<file path="src/rtl/uart_rx_pkg.sv">
// Shared types and constants for the oversampling UART receiver.
package uart_rx_pkg;

  localparam int unsigned DATA_WIDTH_DEF     = 8;
  localparam int unsigned PRESCALE_WIDTH_DEF = 5;

  // Sample points relative to the bit centre (P/2).
  localparam int SAMPLE_OFS_EARLY = -1;
  localparam int SAMPLE_OFS_MID   = 0;
  localparam int SAMPLE_OFS_LATE  = 1;

  typedef enum logic [2:0] {
    ST_IDLE   = 3'd0,
    ST_START  = 3'd1,
    ST_DATA   = 3'd2,
    ST_PARITY = 3'd3,
    ST_STOP   = 3'd4
  } rx_state_e;

  // 2-of-3 vote used to reject single-sample noise on the line.
  function automatic logic majority3(input logic a, input logic b, input logic c);
    return (a & b) | (a & c) | (b & c);
  endfunction

endpackage

</file>
<file path="src/rtl/uart_rx_data_sampling.sv">
// Bit timing for the receiver: edge counter within a serial bit and the
// three-sample majority voter around the bit centre.
module uart_rx_data_sampling
  import uart_rx_pkg::*;
#(
  parameter int unsigned PRESCALE_WIDTH = PRESCALE_WIDTH_DEF
) (
  input  logic                      i_clk,
  input  logic                      i_rst,
  input  logic                      i_start,
  input  logic                      i_enable,
  input  logic                      i_rx,
  input  logic [PRESCALE_WIDTH-1:0] i_prescale,
  output logic                      o_bit_c,
  output logic                      o_sample_done_c,
  output logic                      o_bit_done_c
);

  localparam int unsigned PW = PRESCALE_WIDTH;

  logic [PW-1:0] r_edge_cnt;
  logic          r_samp_early;
  logic          r_samp_mid;
  logic [PW-1:0] w_half;
  logic [PW-1:0] w_pt_early;
  logic [PW-1:0] w_pt_mid;
  logic [PW-1:0] w_pt_late;
  logic [PW-1:0] w_last;

  assign w_half     = i_prescale >> 1;
  assign w_pt_early = w_half + PW'(SAMPLE_OFS_EARLY);
  assign w_pt_mid   = w_half + PW'(SAMPLE_OFS_MID);
  assign w_pt_late  = w_half + PW'(SAMPLE_OFS_LATE);
  assign w_last     = i_prescale - PW'(1);

  // Edge counter: start detection is sample 0, so it loads 1; wraps at P-1.
  always_ff @(posedge i_clk or posedge i_rst) begin
    if (i_rst) begin
      r_edge_cnt <= '0;
    end else if (i_start) begin
      r_edge_cnt <= PW'(1);
    end else if (i_enable) begin
      r_edge_cnt <= (r_edge_cnt == w_last) ? '0 : r_edge_cnt + PW'(1);
    end else begin
      r_edge_cnt <= '0;
    end
  end

  // Capture the first two samples; the third is taken live at the vote.
  always_ff @(posedge i_clk or posedge i_rst) begin
    if (i_rst) begin
      r_samp_early <= 1'b0;
      r_samp_mid   <= 1'b0;
    end else if (i_enable) begin
      if (r_edge_cnt == w_pt_early) r_samp_early <= i_rx;
      if (r_edge_cnt == w_pt_mid)   r_samp_mid   <= i_rx;
    end
  end

  assign o_bit_c         = majority3(r_samp_early, r_samp_mid, i_rx);
  assign o_sample_done_c = i_enable && (r_edge_cnt == w_pt_late);
  assign o_bit_done_c    = i_enable && (r_edge_cnt == w_last);

endmodule

</file>
<file path="src/rtl/uart_rx_top.sv">
// Oversampling UART receiver: start/data/parity/stop framing, delivers good
// bytes on P_DATA with a one-cycle Data_valid strobe.
// Optional: define UART_RX_ERR_FLAGS_EN to add Par_err/Stp_err pulse outputs.
module uart_rx_top
  import uart_rx_pkg::*;
#(
  parameter int unsigned DATA_WIDTH     = DATA_WIDTH_DEF,
  parameter int unsigned PRESCALE_WIDTH = PRESCALE_WIDTH_DEF
) (
  input  logic                      CLK,
  input  logic                      RST,
  input  logic                      RX_IN,
  input  logic [PRESCALE_WIDTH-1:0] Prescale,
  input  logic                      PAR_EN,
  input  logic                      PAR_TYP,
  output logic [DATA_WIDTH-1:0]     P_DATA,
  output logic                      Data_valid
`ifdef UART_RX_ERR_FLAGS_EN
  ,
  output logic                      Par_err,
  output logic                      Stp_err
`endif
);

  localparam int unsigned BIT_CNT_W = (DATA_WIDTH > 1) ? $clog2(DATA_WIDTH) : 1;
  localparam logic [BIT_CNT_W-1:0] LAST_BIT = BIT_CNT_W'(DATA_WIDTH - 1);

  rx_state_e                 r_state;
  rx_state_e                 w_next_state;
  logic                      w_start_det;
  logic                      w_frame_end;

  logic [PRESCALE_WIDTH-1:0] r_prescale;
  logic                      r_par_en;
  logic                      r_par_typ;
  logic [BIT_CNT_W-1:0]      r_bit_cnt;
  logic [DATA_WIDTH-1:0]     r_shift;
  logic                      r_par_err;
  logic                      r_stp_err;
  logic [DATA_WIDTH-1:0]     r_p_data;
  logic                      r_data_valid;

  logic                      w_bit;
  logic                      w_sample_done;
  logic                      w_bit_done;

  uart_rx_data_sampling #(
    .PRESCALE_WIDTH (PRESCALE_WIDTH)
  ) u_sampling (
    .i_clk           (CLK),
    .i_rst           (RST),
    .i_start         (w_start_det),
    .i_enable        (r_state != ST_IDLE),
    .i_rx            (RX_IN),
    .i_prescale      (r_prescale),
    .o_bit_c         (w_bit),
    .o_sample_done_c (w_sample_done),
    .o_bit_done_c    (w_bit_done)
  );

  // FSM state register.
  always_ff @(posedge CLK or posedge RST) begin
    if (RST) r_state <= ST_IDLE;
    else     r_state <= w_next_state;
  end

  // Next-state logic plus frame start/end strobes.
  always_comb begin
    w_next_state = r_state;
    w_start_det  = 1'b0;
    w_frame_end  = 1'b0;
    case (r_state)
      ST_IDLE: begin
        if (!RX_IN) begin
          w_start_det  = 1'b1;
          w_next_state = ST_START;
        end
      end
      ST_START: begin
        if (w_sample_done && w_bit) w_next_state = ST_IDLE;
        else if (w_bit_done)        w_next_state = ST_DATA;
      end
      ST_DATA: begin
        if (w_bit_done && (r_bit_cnt == LAST_BIT))
          w_next_state = r_par_en ? ST_PARITY : ST_STOP;
      end
      ST_PARITY: begin
        if (w_bit_done) w_next_state = ST_STOP;
      end
      ST_STOP: begin
        if (w_bit_done) begin
          w_frame_end  = 1'b1;
          w_next_state = ST_IDLE;
        end
      end
      default: w_next_state = ST_IDLE;
    endcase
  end

  // Frame config latch, bit counter, shift register and error flags.
  always_ff @(posedge CLK or posedge RST) begin
    if (RST) begin
      r_prescale <= '0;
      r_par_en   <= 1'b0;
      r_par_typ  <= 1'b0;
      r_bit_cnt  <= '0;
      r_shift    <= '0;
      r_par_err  <= 1'b0;
      r_stp_err  <= 1'b0;
    end else begin
      if (w_start_det) begin
        r_prescale <= Prescale;
        r_par_en   <= PAR_EN;
        r_par_typ  <= PAR_TYP;
        r_bit_cnt  <= '0;
        r_par_err  <= 1'b0;
        r_stp_err  <= 1'b0;
      end
      if (r_state == ST_DATA) begin
        if (w_sample_done) r_shift[r_bit_cnt] <= w_bit;
        if (w_bit_done)
          r_bit_cnt <= (r_bit_cnt == LAST_BIT) ? '0 : r_bit_cnt + BIT_CNT_W'(1);
      end
      if ((r_state == ST_PARITY) && w_sample_done && (w_bit != ((^r_shift) ^ r_par_typ)))
        r_par_err <= 1'b1;
      if ((r_state == ST_STOP) && w_sample_done && !w_bit)
        r_stp_err <= 1'b1;
    end
  end

  // Publish the byte only for a frame with no parity or stop error.
  always_ff @(posedge CLK or posedge RST) begin
    if (RST) begin
      r_p_data     <= '0;
      r_data_valid <= 1'b0;
    end else begin
      r_data_valid <= 1'b0;
      if (w_frame_end && !r_par_err && !r_stp_err) begin
        r_p_data     <= r_shift;
        r_data_valid <= 1'b1;
      end
    end
  end

  assign P_DATA     = r_p_data;
  assign Data_valid = r_data_valid;

`ifdef UART_RX_ERR_FLAGS_EN
  logic r_par_err_pulse;
  logic r_stp_err_pulse;

  // Error pulses land where Data_valid would have for a rejected frame.
  always_ff @(posedge CLK or posedge RST) begin
    if (RST) begin
      r_par_err_pulse <= 1'b0;
      r_stp_err_pulse <= 1'b0;
    end else begin
      r_par_err_pulse <= w_frame_end && r_par_err;
      r_stp_err_pulse <= w_frame_end && r_stp_err;
    end
  end

  assign Par_err = r_par_err_pulse;
  assign Stp_err = r_stp_err_pulse;
`endif

endmodule

</file>
<file path="config.mk">
export PLATFORM = sky130hd
export DESIGN_NAME = uart_rx_top
export DESIGN_NICKNAME = d
export VERILOG_FILES = /design/src/rtl/uart_rx_pkg.sv /design/src/rtl/uart_rx_data_sampling.sv /design/src/rtl/uart_rx_top.sv
export SDC_FILE = /design/constraint.sdc
export NUM_CORES = 1
export LEC_CHECK = 0
export ABC_AREA = 1
export ABC_CLOCK_PERIOD_IN_PS = 5520
export CAP_MARGIN = 20
export CORE_ASPECT_RATIO = 1.75
export CORE_MARGIN = 5
export CORE_UTILIZATION = 24
export DETAILED_ROUTE_END_ITERATION = 12
export GPL_TIMING_DRIVEN = 0
export MAX_ROUTING_LAYER = met4
export PLACE_DENSITY = 0.45
export SKIP_CTS_REPAIR_TIMING = 1
export SYNTH_ARGS = -nofsm -noshare
export SYNTH_HDL_FRONTEND = slang
export SYNTH_HIERARCHICAL = 1
export SYNTH_SLANG_ARGS = --single-unit
</file>
<file path="constraint.sdc">
create_clock -name CLK -period 5.52 [get_ports CLK]
set_input_delay 1.104 -clock CLK [delete_from_list [all_inputs] [get_ports CLK]]
set_output_delay 1.104 -clock CLK [all_outputs]
set_load 0.005 [all_outputs]
</file>
==> impl_metrics.csv <==
group,metric,value,unit
status,status,"finished, final reports clean",
clock_network,clkSlewWorstSetupHoldPaths,0.06,ns
global_routing,grt_start_max_net_pins,22,
synth,dominant_combinational_cell_family_by_area_after_synthesis,"simple AND/OR/NAND/NOR gates",
power,p_clk_share,19.4,%
power,total_switching_power,0.815,mW
worst_setup_path,timing.critical_path.from_type,"input pin",
placed_design,hpwlAfterDp,5.19,mm
timing,period_share,49.7,%
route,drt-pass1-iter-count,4,
synth,synth.cell_area,2550,µm²
placed_design,place.port_buffers,18,
global_routing,wire_length_of_the_first_global_routing_pass,10.8,mm
floorplanning,row_count,50,
power,ir_worst_vdd,0.000182,V
timing,post-route-min-period,2.74,ns
timing,timing.final.max_slew_violations,0,
cells_and_area,areaGrowthSynthToFinish,21.3,%
floorplanning,num_io_pins,19,
cells_and_area,finalNetCount,397,
timing,final.setup_skew,0.00486,ns
cells_and_area,final_layout_size_suffix_gt1_share,13.9,%
power,sw_frac_of_total,45.9,%
timing,worst-slew-pin-transition,0.551,ns
synth,synthesized_area_fraction_occupied_by_xor_and_xnor_cells,2.06,%
power,internal_power,0.959,mW
worst_setup_path,r2r_setup_slack,2.78,ns
cells_and_area,layout.cells.non_filler,511,
worst_setup_path,critPathKind,"in2reg",
route,antenna_left,0,
floorplanning,fp.coreArea,10600,µm²
route,drc_violations_left,0,
floorplanning,die_h,146,µm
synth,synth-seq-area-share,38.2,%
cells_and_area,final_util,29.3,%
synth,mean_instance_size_in_the_synthesized_netlist,7.21,µm²
synth,share_of_the_synthesized_area_in_compound_gates_ao_oa_aoi_oai,10.9,%
min_path,timing.hold.worst.class,"reg2reg",
timing,setup_tns,0,ns
worst_setup_path,r2r_cells,14,
clock_network,cts_max_level,2,
global_routing,via_count_of_the_first_global_routing_pass,2298,
synth,netlist-cell-type-count,31,
route,wl_per_cell,12.7,µm
clock_network,tritoncts_clock_tree,"built",
cells_and_area,final.fill_count,1146,
timing,timing.max_slew.rel_slack,63.2,%
cells_and_area,area.sequential,976,µm²
cells_and_area,antenna_cells_inserted,0,
placed_design,numPlacedInstances,503,
route,drt_first_iter_violations,93,
route,detailroute.via_count,2276,
power,report.power.total,1.77,mW
worst_setup_path,cp-end-kind,"flop",
power,comb_power_share,53.1,%
floorplanning,dieWidth,88.0,µm
worst_setup_path,cp_data_arrival_time,2.92,ns
synth,synth_top_cell_by_area,"sky130_fd_sc_hd__dfrtp_1",
synth,synth_mux_area_share,0,%
placed_design,preCtsSetupSlack,2.46,ns
synth,ys_ff_latch,39,
synth,syn-num-nets,371,
floorplanning,start_util,24.2,%
route,wirelength,6.47,mm
synth,post_synth_main_area_contributors,"sky130_fd_sc_hd__dfrtp_1, sky130_fd_sc_hd__nand2_1, sky130_fd_sc_hd__nand3_1",
power,leakagePower,1.56,nW
timing,max_clock_freq,364,MHz
cells_and_area,multi_input_comb_area,1350,µm²
global_routing,gr-usage-all-layers,11.1,%
route,post_drt_via_cell_ratio,4.45,
power,pwr-share-seq,27.5,%
synth,synth_warnings,6,
clock_network,clock_root_buffer_master,"sky130_fd_sc_hd__clkbuf_16",
clock_network,skew_pair_late_insertion_delay,0.28,ns
job,maxCapViolCount,0,
min_path,hold-path-cell-count,2,
worst_setup_path,crit_fanout,10,
synth,post-synth-top-area-fraction,38.2,%
timing,report.final.setup_viol,0,
synth,synth_cells,354,
timing,unrepaired_setup_endpoints_after_global_routing,"false",
global_routing,global_route.overflow_total,0,
power,pwr_density_cell,573,nW/µm²
clock_network,clock_sinks,39,
worst_setup_path,required,5.70,ns
global_routing,antenna_found_initial,0,
clock_network,cts_max_path_buffers,2,
synth,post_synthesis_share_of_cell_area_spent_on_full_adders_half_adders_and_majority_gates,3.82,%
timing,finalHoldViolCount,0,
floorplanning,dieArea,12900,µm²
clock_network,cts_buffers,5,
placed_design,finalWeightedCongestion,0.776,
synth,synthSimpleGateAreaFrac,35.9,%
timing,final_critical_path_setup_slack,2.78,ns
-- synth_stat cells (all sizes together) --
master / count
ha: 7
xor2: 4
dfrtp: 39
inv: 41
clkinv: 2
a21oi: 18
nor3b: 1
or2: 1
nor2: 28
a32o: 1
buf: 7
o21ai: 16
xnor2: 2
nor3: 1
o22ai: 1
nand2: 138
nand3: 33
o21bai: 1
a31oi: 8
maj3: 1
nand4: 4
-- metrics by stage --
step,area [µm²],hold slack (ns)
floorplan,2550,0.443
global placement,2900,0.460
detailed placement,2920,0.469
CTS,3100,0.484
global route,3100,0.507
finish,3100,0.482
-- logic make-up after synthesis --
family	count (synthesis)
AND/OR/NAND/NOR	206
flip-flops	39
adder cells (fa/ha/maj)	8
buffers and inverters	50
AO/OA/AOI/OAI	45
XOR/XNOR	6
-- sequential cells by signal, indices dropped and copies added (netlist names), 3 cells and up --
register,cells
u_sampling/r_edge_cnt,5
P_DATA,8
r_prescale,5
r_shift,8
r_state,3
r_bit_cnt,3
-- layout make-up --
type | instances | share of cell area, %
clock inverters | 2 | 1.13
multi-input cells | 265 | 43.4
repair buffers | 19 | 6.70
flip-flops and latches | 39 | 31.5
plain buffers | 7 | 2.30
clock buffers | 6 | 4.48
well taps | 130 | 5.25
inverters | 43 | 5.21
-- metal layers --
layer	wire, µm	vias to the layer above	global-route usage, %
met5	0	-	-
met4	159	0	4.38
met3	169	12	2.09
met2	3760	28	21.6
met1	2370	1060	10.1
li1	-	1176	-
-- final timing paths --
kind,start,endpoint
max,RX_IN,r_par_err$_DFFE_PP0P_
max reg2reg,r_prescale[1]$_DFFE_PP0P_,P_DATA[3]$_DFFE_PP0P_
min reg2reg,P_DATA[2]$_DFFE_PP0P_,P_DATA[2]$_DFFE_PP0P_
min,P_DATA[2]$_DFFE_PP0P_,P_DATA[2]$_DFFE_PP0P_
max in group asynchronous,RST,r_prescale[4]$_DFFE_PP0P_
min in group asynchronous,RST,u_sampling/r_edge_cnt[4]$_DFF_PP0_
-- critical path: stages --
cell                              delay, ns
sky130_fd_sc_hd__clkdlybuf4s50_1       0.59
sky130_fd_sc_hd__maj3_1                0.30
sky130_fd_sc_hd__clkinv_1              0.29
sky130_fd_sc_hd__nand3_1               0.20
sky130_fd_sc_hd__nand3_1               0.15
sky130_fd_sc_hd__nand2_1               0.10
sky130_fd_sc_hd__nand2_1               0.05
sky130_fd_sc_hd__nand3_1               0.07
sky130_fd_sc_hd__nand2_1               0.05
-- cells in the final DEF (no fill, tap or decap) --
master and n:
sky130_fd_sc_hd__nor2_1 18, sky130_fd_sc_hd__nor3_2 1, sky130_fd_sc_hd__o21bai_2 1, sky130_fd_sc_hd__clkinv_1 2
sky130_fd_sc_hd__xnor2_1 2, sky130_fd_sc_hd__buf_6 3, sky130_fd_sc_hd__nand2_2 7, sky130_fd_sc_hd__ha_1 7
sky130_fd_sc_hd__nor2_4 5, sky130_fd_sc_hd__nand4_1 4, sky130_fd_sc_hd__xor2_1 4, sky130_fd_sc_hd__inv_1 34
sky130_fd_sc_hd__o22ai_1 1, sky130_fd_sc_hd__maj3_1 1, sky130_fd_sc_hd__inv_2 7, sky130_fd_sc_hd__buf_4 3
sky130_fd_sc_hd__nand3_2 1, sky130_fd_sc_hd__clkinv_2 1, sky130_fd_sc_hd__buf_8 1, sky130_fd_sc_hd__nor3b_1 1
sky130_fd_sc_hd__clkbuf_8 1, sky130_fd_sc_hd__bufinv_16 1, sky130_fd_sc_hd__nor2_2 5, sky130_fd_sc_hd__a31oi_1 8
sky130_fd_sc_hd__a32o_1 1, sky130_fd_sc_hd__nand3_1 32, sky130_fd_sc_hd__a21oi_1 17, sky130_fd_sc_hd__nand2_4 1
sky130_fd_sc_hd__a21oi_2 1, sky130_fd_sc_hd__nand2_1 130, sky130_fd_sc_hd__or2_2 1, sky130_fd_sc_hd__clkbuf_16 5
sky130_fd_sc_hd__o21ai_0 9, sky130_fd_sc_hd__dfrtp_1 39, sky130_fd_sc_hd__clkdlybuf4s50_1 18, sky130_fd_sc_hd__buf_16 1
sky130_fd_sc_hd__o21ai_2 7
-- power groups by stage --
stage / logic [mW] / clock network (mW) / registers, mW
global placement: 0.943 / 0 / 0.491
finish: 0.943 / 0.344 / 0.487
global route: 1.08 / 0.364 / 0.503
CTS: 0.961 / 0.353 / 0.489
floorplan: 0.727 / 0 / 0.468
detailed placement: 0.957 / 0 / 0.493
Power figures use the tool's default switching activity.
